## config.mk

```make
export PLATFORM = sky130hd
export DESIGN_NAME = mem_arbiter
export DESIGN_NICKNAME = d
export VERILOG_FILES = /design/src/rtl/mem_arbiter.sv
export SDC_FILE = /design/constraint.sdc
export NUM_CORES = 1
export LEC_CHECK = 0
export BUFFER_PORTS_ARGS = -buffer_cell sky130_fd_sc_hd__buf_2
export CAP_MARGIN = 40
export CORE_MARGIN = 2
export CORE_UTILIZATION = 40
export DETAILED_ROUTE_END_ITERATION = 10
export GPL_TIMING_DRIVEN = 0
export PLACE_DENSITY = 0.84
export RECOVER_POWER = 50
export SYNTH_ARGS = -nofsm -noshare
export SYNTH_HDL_FRONTEND = slang
export SYNTH_SLANG_ARGS = --single-unit
```

## constraint.sdc

```tcl
create_clock -name CLK -period 2.39 [get_ports CLK]
set_clock_uncertainty 0.2 [all_clocks]
set_input_delay 0.478 -clock CLK [delete_from_list [all_inputs] [get_ports CLK]]
set_output_delay 0.478 -clock CLK [all_outputs]
set_load 0.01 [all_outputs]
```

## src/rtl/mem_arbiter.sv

```systemverilog
// mem_arbiter: round-robin arbiter and sequencer sharing one memory port between
// instruction fetch (IF, word reads) and load/store (DM, byte/half/word, read or write).
// Each grant issues a one-cycle memory request, then completes on the memory's send
// pulse or on a timeout. All outputs are registered.
module mem_arbiter #(
  parameter int unsigned TIMEOUT = 16
) (
  input  logic        CLK,
  input  logic        RST,
  input  logic        if_req,
  input  logic [31:0] if_adr,
  output logic        if_done,
  input  logic        dm_req,
  input  logic        dm_wr,
  input  logic [2:0]  dm_bhw,
  input  logic [31:0] dm_adr,
  input  logic [31:0] dm_wdata,
  output logic        dm_done,
  output logic [31:0] rsp_data,
  output logic        rsp_err,
  output logic        mem_request,
  output logic [2:0]  mem_bhw,
  output logic        mem_wr,
  output logic [31:0] mem_adr,
  output logic [31:0] mem_data,
  input  logic [31:0] mem_dataout,
  input  logic        mem_send
);

  typedef enum logic [1:0] {StIdle, StIssue, StWait, StDone} state_e;

  // Counter value in WAIT at which the transaction is abandoned.
  localparam logic [7:0] CntLast = 8'(TIMEOUT - 1);

  state_e      state_q, state_d;
  logic [7:0]  cnt_q, cnt_d;
  logic        last_dm_q, last_dm_d;  // 1: DM was granted most recently
  logic        gnt_dm_q, gnt_dm_d;    // port owning the transaction in flight
  logic        grant_if, grant_dm, size_ok;
  logic        mem_request_d, mem_wr_d, if_done_d, dm_done_d, rsp_err_d;
  logic [2:0]  mem_bhw_d;
  logic [31:0] mem_adr_d, mem_data_d, rsp_data_d;

  assign size_ok  = (dm_bhw == 3'b001) || (dm_bhw == 3'b010) || (dm_bhw == 3'b100);
  // On a tie the port that did not win last time is granted.
  assign grant_if = if_req && (!dm_req || last_dm_q);
  assign grant_dm = dm_req && (!if_req || !last_dm_q);

  // State register.
  always_ff @(posedge CLK) begin
    if (RST) state_q <= StIdle;
    else     state_q <= state_d;
  end

  // Next-state decode.
  always_comb begin
    state_d = state_q;
    case (state_q)
      StIdle: begin
        if (grant_if)      state_d = StIssue;
        else if (grant_dm) state_d = size_ok ? StIssue : StDone;
      end
      StIssue: state_d = StWait;
      StWait:  if (mem_send || (cnt_q == CntLast)) state_d = StDone;
      StDone:  state_d = StIdle;
      default: state_d = StIdle;
    endcase
  end

  // Next values of the registered outputs, counter and grant bookkeeping.
  always_comb begin
    mem_request_d = 1'b0;
    if_done_d     = 1'b0;
    dm_done_d     = 1'b0;
    mem_bhw_d     = mem_bhw;
    mem_wr_d      = mem_wr;
    mem_adr_d     = mem_adr;
    mem_data_d    = mem_data;
    rsp_data_d    = rsp_data;
    rsp_err_d     = rsp_err;
    cnt_d         = cnt_q;
    last_dm_d     = last_dm_q;
    gnt_dm_d      = gnt_dm_q;
    case (state_q)
      StIdle: begin
        if (grant_if) begin
          last_dm_d     = 1'b0;
          gnt_dm_d      = 1'b0;
          mem_adr_d     = if_adr;
          mem_bhw_d     = 3'b100;
          mem_wr_d      = 1'b0;
          mem_data_d    = '0;
          mem_request_d = 1'b1;
        end else if (grant_dm) begin
          last_dm_d = 1'b1;
          gnt_dm_d  = 1'b1;
          if (size_ok) begin
            mem_adr_d     = dm_adr;
            mem_bhw_d     = dm_bhw;
            mem_wr_d      = dm_wr;
            mem_data_d    = dm_wdata;
            mem_request_d = 1'b1;
          end else begin
            // Bad size never reaches memory; complete immediately with error.
            dm_done_d  = 1'b1;
            rsp_err_d  = 1'b1;
            rsp_data_d = '0;
          end
        end
      end
      StIssue: cnt_d = '0;
      StWait: begin
        // A send in the expiry cycle still completes the access normally.
        if (mem_send) begin
          rsp_data_d = mem_wr ? '0 : mem_dataout;
          rsp_err_d  = 1'b0;
          if_done_d  = !gnt_dm_q;
          dm_done_d  = gnt_dm_q;
        end else if (cnt_q == CntLast) begin
          rsp_data_d = '0;
          rsp_err_d  = 1'b1;
          if_done_d  = !gnt_dm_q;
          dm_done_d  = gnt_dm_q;
        end else begin
          cnt_d = cnt_q + 8'd1;
        end
      end
      default: ;
    endcase
  end

  // Output, counter and grant registers.
  always_ff @(posedge CLK) begin
    if (RST) begin
      mem_request <= 1'b0;
      mem_bhw     <= '0;
      mem_wr      <= 1'b0;
      mem_adr     <= '0;
      mem_data    <= '0;
      if_done     <= 1'b0;
      dm_done     <= 1'b0;
      rsp_data    <= '0;
      rsp_err     <= 1'b0;
      cnt_q       <= '0;
      last_dm_q   <= 1'b1;
      gnt_dm_q    <= 1'b0;
    end else begin
      mem_request <= mem_request_d;
      mem_bhw     <= mem_bhw_d;
      mem_wr      <= mem_wr_d;
      mem_adr     <= mem_adr_d;
      mem_data    <= mem_data_d;
      if_done     <= if_done_d;
      dm_done     <= dm_done_d;
      rsp_data    <= rsp_data_d;
      rsp_err     <= rsp_err_d;
      cnt_q       <= cnt_d;
      last_dm_q   <= last_dm_d;
      gnt_dm_q    <= gnt_dm_d;
    end
  end

endmodule

```

# Word-level counts from Yosys, hierarchy flattened
# Index checks and enable logic that the tools add are counted.
[word_totals]
out_inout_bits = 104
word_cells = 100
ff_bits = 116
[op_classes]
add_sub_neg = 1
n_eq_ne = 15
n_bitwise = 2
n_reduce_logical = 23
mux = 46
[op_table]
columns = ["op", "n"]
rows = [
  ["$mux W32", 12],
  ["$pmux W32 S2", 1],
  ["$mux W1", 20],
  ["$mux W8", 2],
  ["$pmux W8 S2", 1],
  ["$ne A2 B2 Y1 const B", 6],
  ["$mux W3", 3],
  ["$add A8 B1 Y8 const B", 1],
  ["$eq A8 B4 Y1 const B", 1],
  ["$mux W2", 4],
  ["$pmux W2 S4", 1],
  ["$reduce_bool A2 Y1", 4],
  ["$ne A3 B3 Y1 const B", 2],
  ["$reduce_and A3 Y1", 2],
  ["$logic_or A1 B1 Y1", 5],
  ["$reduce_and A5 Y1", 1],
  ["$eq A2 B2 Y1 const B", 2],
  ["$logic_not A1 Y1", 4],
  ["$pmux W1 S2", 2],
  ["$reduce_and A2 Y1", 2],
  ["$reduce_or A2 Y1", 2],
  ["$eq A3 B1 Y1 const B", 1],
  ["$eq A3 B2 Y1 const B", 1],
  ["$eq A3 B3 Y1 const B", 1],
  ["4 further kinds", 6],
]

# Longest topological paths before layout
[depth]
ltp_word = 7
depth_mapped = 8
ltp_nobuf = 7

# Worst setup path after synthesis
# OpenSTA, ideal clock, no wires.
[synth_timing]
path_kind = "input port to flip-flop"
start = "in dm_bhw[0]"
end = "reg rsp_data[19]"
setup_time_ps = 57
cell_stages = 6
slack_ps = 426
t_required_ps = 2133
arrival_time_ps = 1706
cell_sequence = "xor2_1 mux2_4 o21ai_2 nor4b_4 buf_6 a22o_2"
[synth_via]
elab_chain_cells = 5
elab_cells_between_ends = 7
classes_between = "eq/ne (4); reduce/logical (3)"
[synth_rtl]
columns = ["element", "line", "source"]
rows = [
  ["from (decl)", "15", "input logic [2:0] dm_bhw,"],
  ["$eq A3 B1 Y1 / $eq A3 B2 Y1 (equally long branches)", "44", "assign size_ok = (dm_bhw == 3'b001) || (dm_bhw == 3'b010) || (dm_bhw == 3'b100);"],
  ["$logic_or A1 B1 Y1", "44", ""],
  ["$logic_or A1 B1 Y1 (*)", "44", ""],
  ["$ne A2 B2 Y1 (no source line) (*)", "-", ""],
  ["$reduce_and A5 Y1 (no source line) (*)", "-", ""],
  ["to (signal assigned)", "155", "rsp_data <= rsp_data_d;"],
  ["to (decl)", "19", "output logic [31:0] rsp_data,"],
]
# Every way passes the cells marked *; elsewhere a longest branch is shown, timed or not.
# A chain may end at the register's enable or synchronous reset.

# Final worst setup path
[layout_timing]
start = "reg state_q[0]"
end = "reg mem_data[1]"
[layout_via]
elab_chain_cells = 2
[layout_rtl]
columns = ["element", "line", "source"]
rows = [
  ["from (decl)", "35", "state_e state_q, state_d;"],
  ["from (signal assigned)", "51", "if (RST) state_q <= StIdle;"],
  ["from (signal assigned)", "52", "else state_q <= state_d;"],
  ["$logic_not A2 Y1", "84", "case (state_q)"],
  ["$reduce_and A3 Y1 (no source line)", "-", ""],
  ["to (signal assigned)", "152", "mem_data <= mem_data_d;"],
  ["to (decl)", "25", "output logic [31:0] mem_data,"],
]
# No other way between the ends.

==> flow_summary_export.csv <==
group,metric,value,unit
floorplanning,rows,38,
clock_tree,cts_htree_levels,4,
clock_tree,cts_tree,"done",
setup_path,cp.required,2.63,ns
setup_path,rr_endpoint,"mem_data[1]",
detailed_routing,viasPerCell,5.078,
clock_tree,clock_latency,0.50,ns
setup_path,rr_worst_depth,6,
cells_and_area,insertedDiodeCount,0,
placed_design,dp_hpwl,9935,microns
floorplanning,die_w,110.0,microns
timing,grt_setup_unrepaired,"true",
clock_tree,clock-sinks,116,
global_routing,grt_pass1_vias,4495,
cells_and_area,n_fill_cell,906,
global_routing,grt_usage,22.08,%
synth,yosysSeqAreaShare,51.70,%
detailed_routing,via_count,4540,
clock_tree,cts_buffer_depth,2,
clock_tree,cts_made_buffers,17,
placed_design,portBuffers,239,
synth,synth_area_per_cell,10.49,sq um
setup_path,cp-end-kind,"flip-flop",
detailed_routing,wire_per_inst,15.81,microns
timing,hold_viol,0,
global_routing,overflow,0,
min_path,hold_class,"in -> reg",
detailed_routing,drt_iter0_markers,269,
floorplanning,start_util,41.25,%
synth,synthTopCellsByArea,"dfxtp_1 (52%), mux2i_1 (7.4%), a22o_1 (5.8%)",
timing,worstMarginPinSlew,0.6108,ns
synth,ys_warn_count,0,
synth,syn_area,4492,sq um
timing,slew_headroom,58.97,%
setup_path,cp_max_fo,10,
setup_path,start_kind,"flip-flop",
clock_tree,cts_root_buf,"clkbuf_8",
timing,timing.fmax,442.1,MHz
cells_and_area,syn_to_final_growth,53.48,%
min_path,worstHoldPathCells,3,
detailed_routing,drc,0,
placed_design,place_congestion,0.8148,
timing,final_max_slew_viol_count,0,
synth,ys_ff_latch,116,
cells_and_area,drive_above_1_share,29.58,%
synth,syn_inst,428,
synth,synth_top_area_share,51.70,%
global_routing,grt_first_pass_wirelength,20440,microns
setup_path,r2r_start,"state_q[0]",
global_routing,grt_max_degree,17,
power_and_ir_drop,p_per_area,1004,nW/um^2
timing,post-route-period-util,94.63,%
cells_and_area,final_cell_mix,"buf_2 (149), dfxtp_1 (116), clkbuf_1 (115)",
detailed_routing,ant_nets,0,
cells_and_area,final_common_cell,"buf_2",
floorplanning,core,10890,sq um
setup_path,worstSetupPathType,"reg -> reg",
synth,synth_cell_type_count,39,
setup_path,critPathArrivalTime,2.51,ns
floorplanning,die_area,12090,sq um
setup_path,r2r_setup_slack,0.13,ns
power_and_ir_drop,power,6.925,mW
outcome,status,"finished clean",
synth,synth_top_area_cell,"dfxtp_1",
job,maxCapViolCount,0,
detailed_routing,first_pass_iters,4,
clock_tree,path_clk_slew,0.06,ns
min_path,worstHoldEndpoint,"mem_data[21]",
floorplanning,ioPinCount,241,
min_path,hp-start,"dm_wdata[21]",
timing,setup_viol,0,
global_routing,antenna_found_initial,0,
synth,synth_nets,570,
power_and_ir_drop,p_leak,2.986,nW
timing,fin_crit,2.262,ns
timing,whs,0.02848,ns
cells_and_area,layout.nets,883,
detailed_routing,routed_wl,14130,microns
floorplanning,die_h,110.0,microns
power_and_ir_drop,peakVddDrop,0.0006771,V
clock_tree,cts_resized,0,
## worst max-delay path, stage by stage, from the launching register on
cell	delay, ns
dfxtp_1	0.32
inv_1	0.11
ha_1	0.29
nand3_1	0.22
nor3_1	0.52
buf_2	0.34
a22o_1	0.20
## state kept, by name (all words and copies together), names as in the netlist
register / flops
state_q: 2
mem_data: 32
mem_bhw: 3
rsp_err: 1
cnt_q: 8
dm_done: 1
gnt_dm_q: 1
if_done: 1
mem_request: 1
mem_adr: 32
last_dm_q: 1
rsp_data: 32
mem_wr: 1
## worst max path at each step
stage	start	end	depth (start not counted)
after floorplan	dm_bhw[0]	rsp_data[19]	6
after global placement	dm_bhw[0]	rsp_data[11]	7
after detailed placement	dm_bhw[0]	rsp_data[27]	7
after CTS	state_q[0]	mem_data[1]	6
after global routing	state_q[0]	mem_data[1]	6
final	state_q[0]	mem_data[1]	6
## Yosys cell counts
library cell,count
nor4b_4,1
nor3b_1,1
o21ai_0,2
a211o_1,2
a21boi_0,1
buf_4,4
xnor2_1,4
o21a_1,4
nor2_1,44
a22o_2,25
nor2b_1,2
nand2_2,1
o21bai_1,1
inv_1,4
a21oi_1,20
mux2_4,1
a211oi_1,34
clkbuf_1,9
and3_1,1
nand2_1,23
ha_1,5
or2_2,1
buf_6,7
or4_4,1
mux2i_1,33
nand3_1,18
and4_1,1
a32o_1,1
xor2_1,3
a22o_1,30
nor2_2,2
buf_2,12
a31oi_1,2
nor3_1,6
dfxtp_1,116
o21ai_4,1
o21ai_2,1
a21oi_2,1
nand2b_1,3
## layer usage
layer	up-vias	GRT usage [%]	wire length (microns)
met5	-	0	0
met4	0	11.84	471
met3	40	6.408	832
met2	203	41.50	7545
met1	2102	21.58	5281
li1	2195	-	-
## stage by stage
stage                     std cells  area, sq um  setup slack, ns  utilization, %  TNS [ns]
after floorplan                 428         4492           0.4265               -         0
after global placement          807         5863          0.06918           53.85         0
after detailed placement        807         5863          0.03504           53.85         0
after CTS                       894         7022          0.09148           64.49         0
after global routing            894         6894         -0.01225           63.32  -0.02155
final                           894         6894           0.1283           63.32         0
## kinds of logic after synthesis
kind of cell               count (synthesis)  synth area share (%)
and+or+nand+nor                          105                 10.81
xor gates and xnor gates                   7                 1.365
AOI/OAI and AO/OA                        125                 22.20
muxes                                     34                 7.688
DFF                                      116                 51.70
adders and majority gates                  5                 1.393
buffers and inverters                     36                 4.847
## power breakdown
| group | total, mW | switching [mW] | internal [mW] | leakage [nW] |
|---|---|---|---|---|
| Clock | 2.60 | 0.853 | 1.74 | 0.296 |
| Sequential | 2.44 | 0.179 | 2.26 | 0.945 |
| Combinational | 1.89 | 1.11 | 0.777 | 1.74 |
| Total | 6.93 | 2.14 | 4.78 | 2.99 |
## what timing repair did
action,in CTS,in global routing
endpoints found under the hold margin,55,0
setup endpoints to repair,0,2
hold buffers,55,0
setup buffers,0,0
## layout make-up
type	count	area [sq um]	area share [%]
clock buffer	23	456.7	6.624
buffer	32	202.7	2.940
tap	140	175.2	2.541
timing repair buffer	294	1619	23.48
sequential	116	2322	33.68
clock inverter	9	151.4	2.196
inverter	4	15.01	0.2178
multi-input combinational	276	1952	28.31
Note: power is estimated with default switching activity, not from simulation.
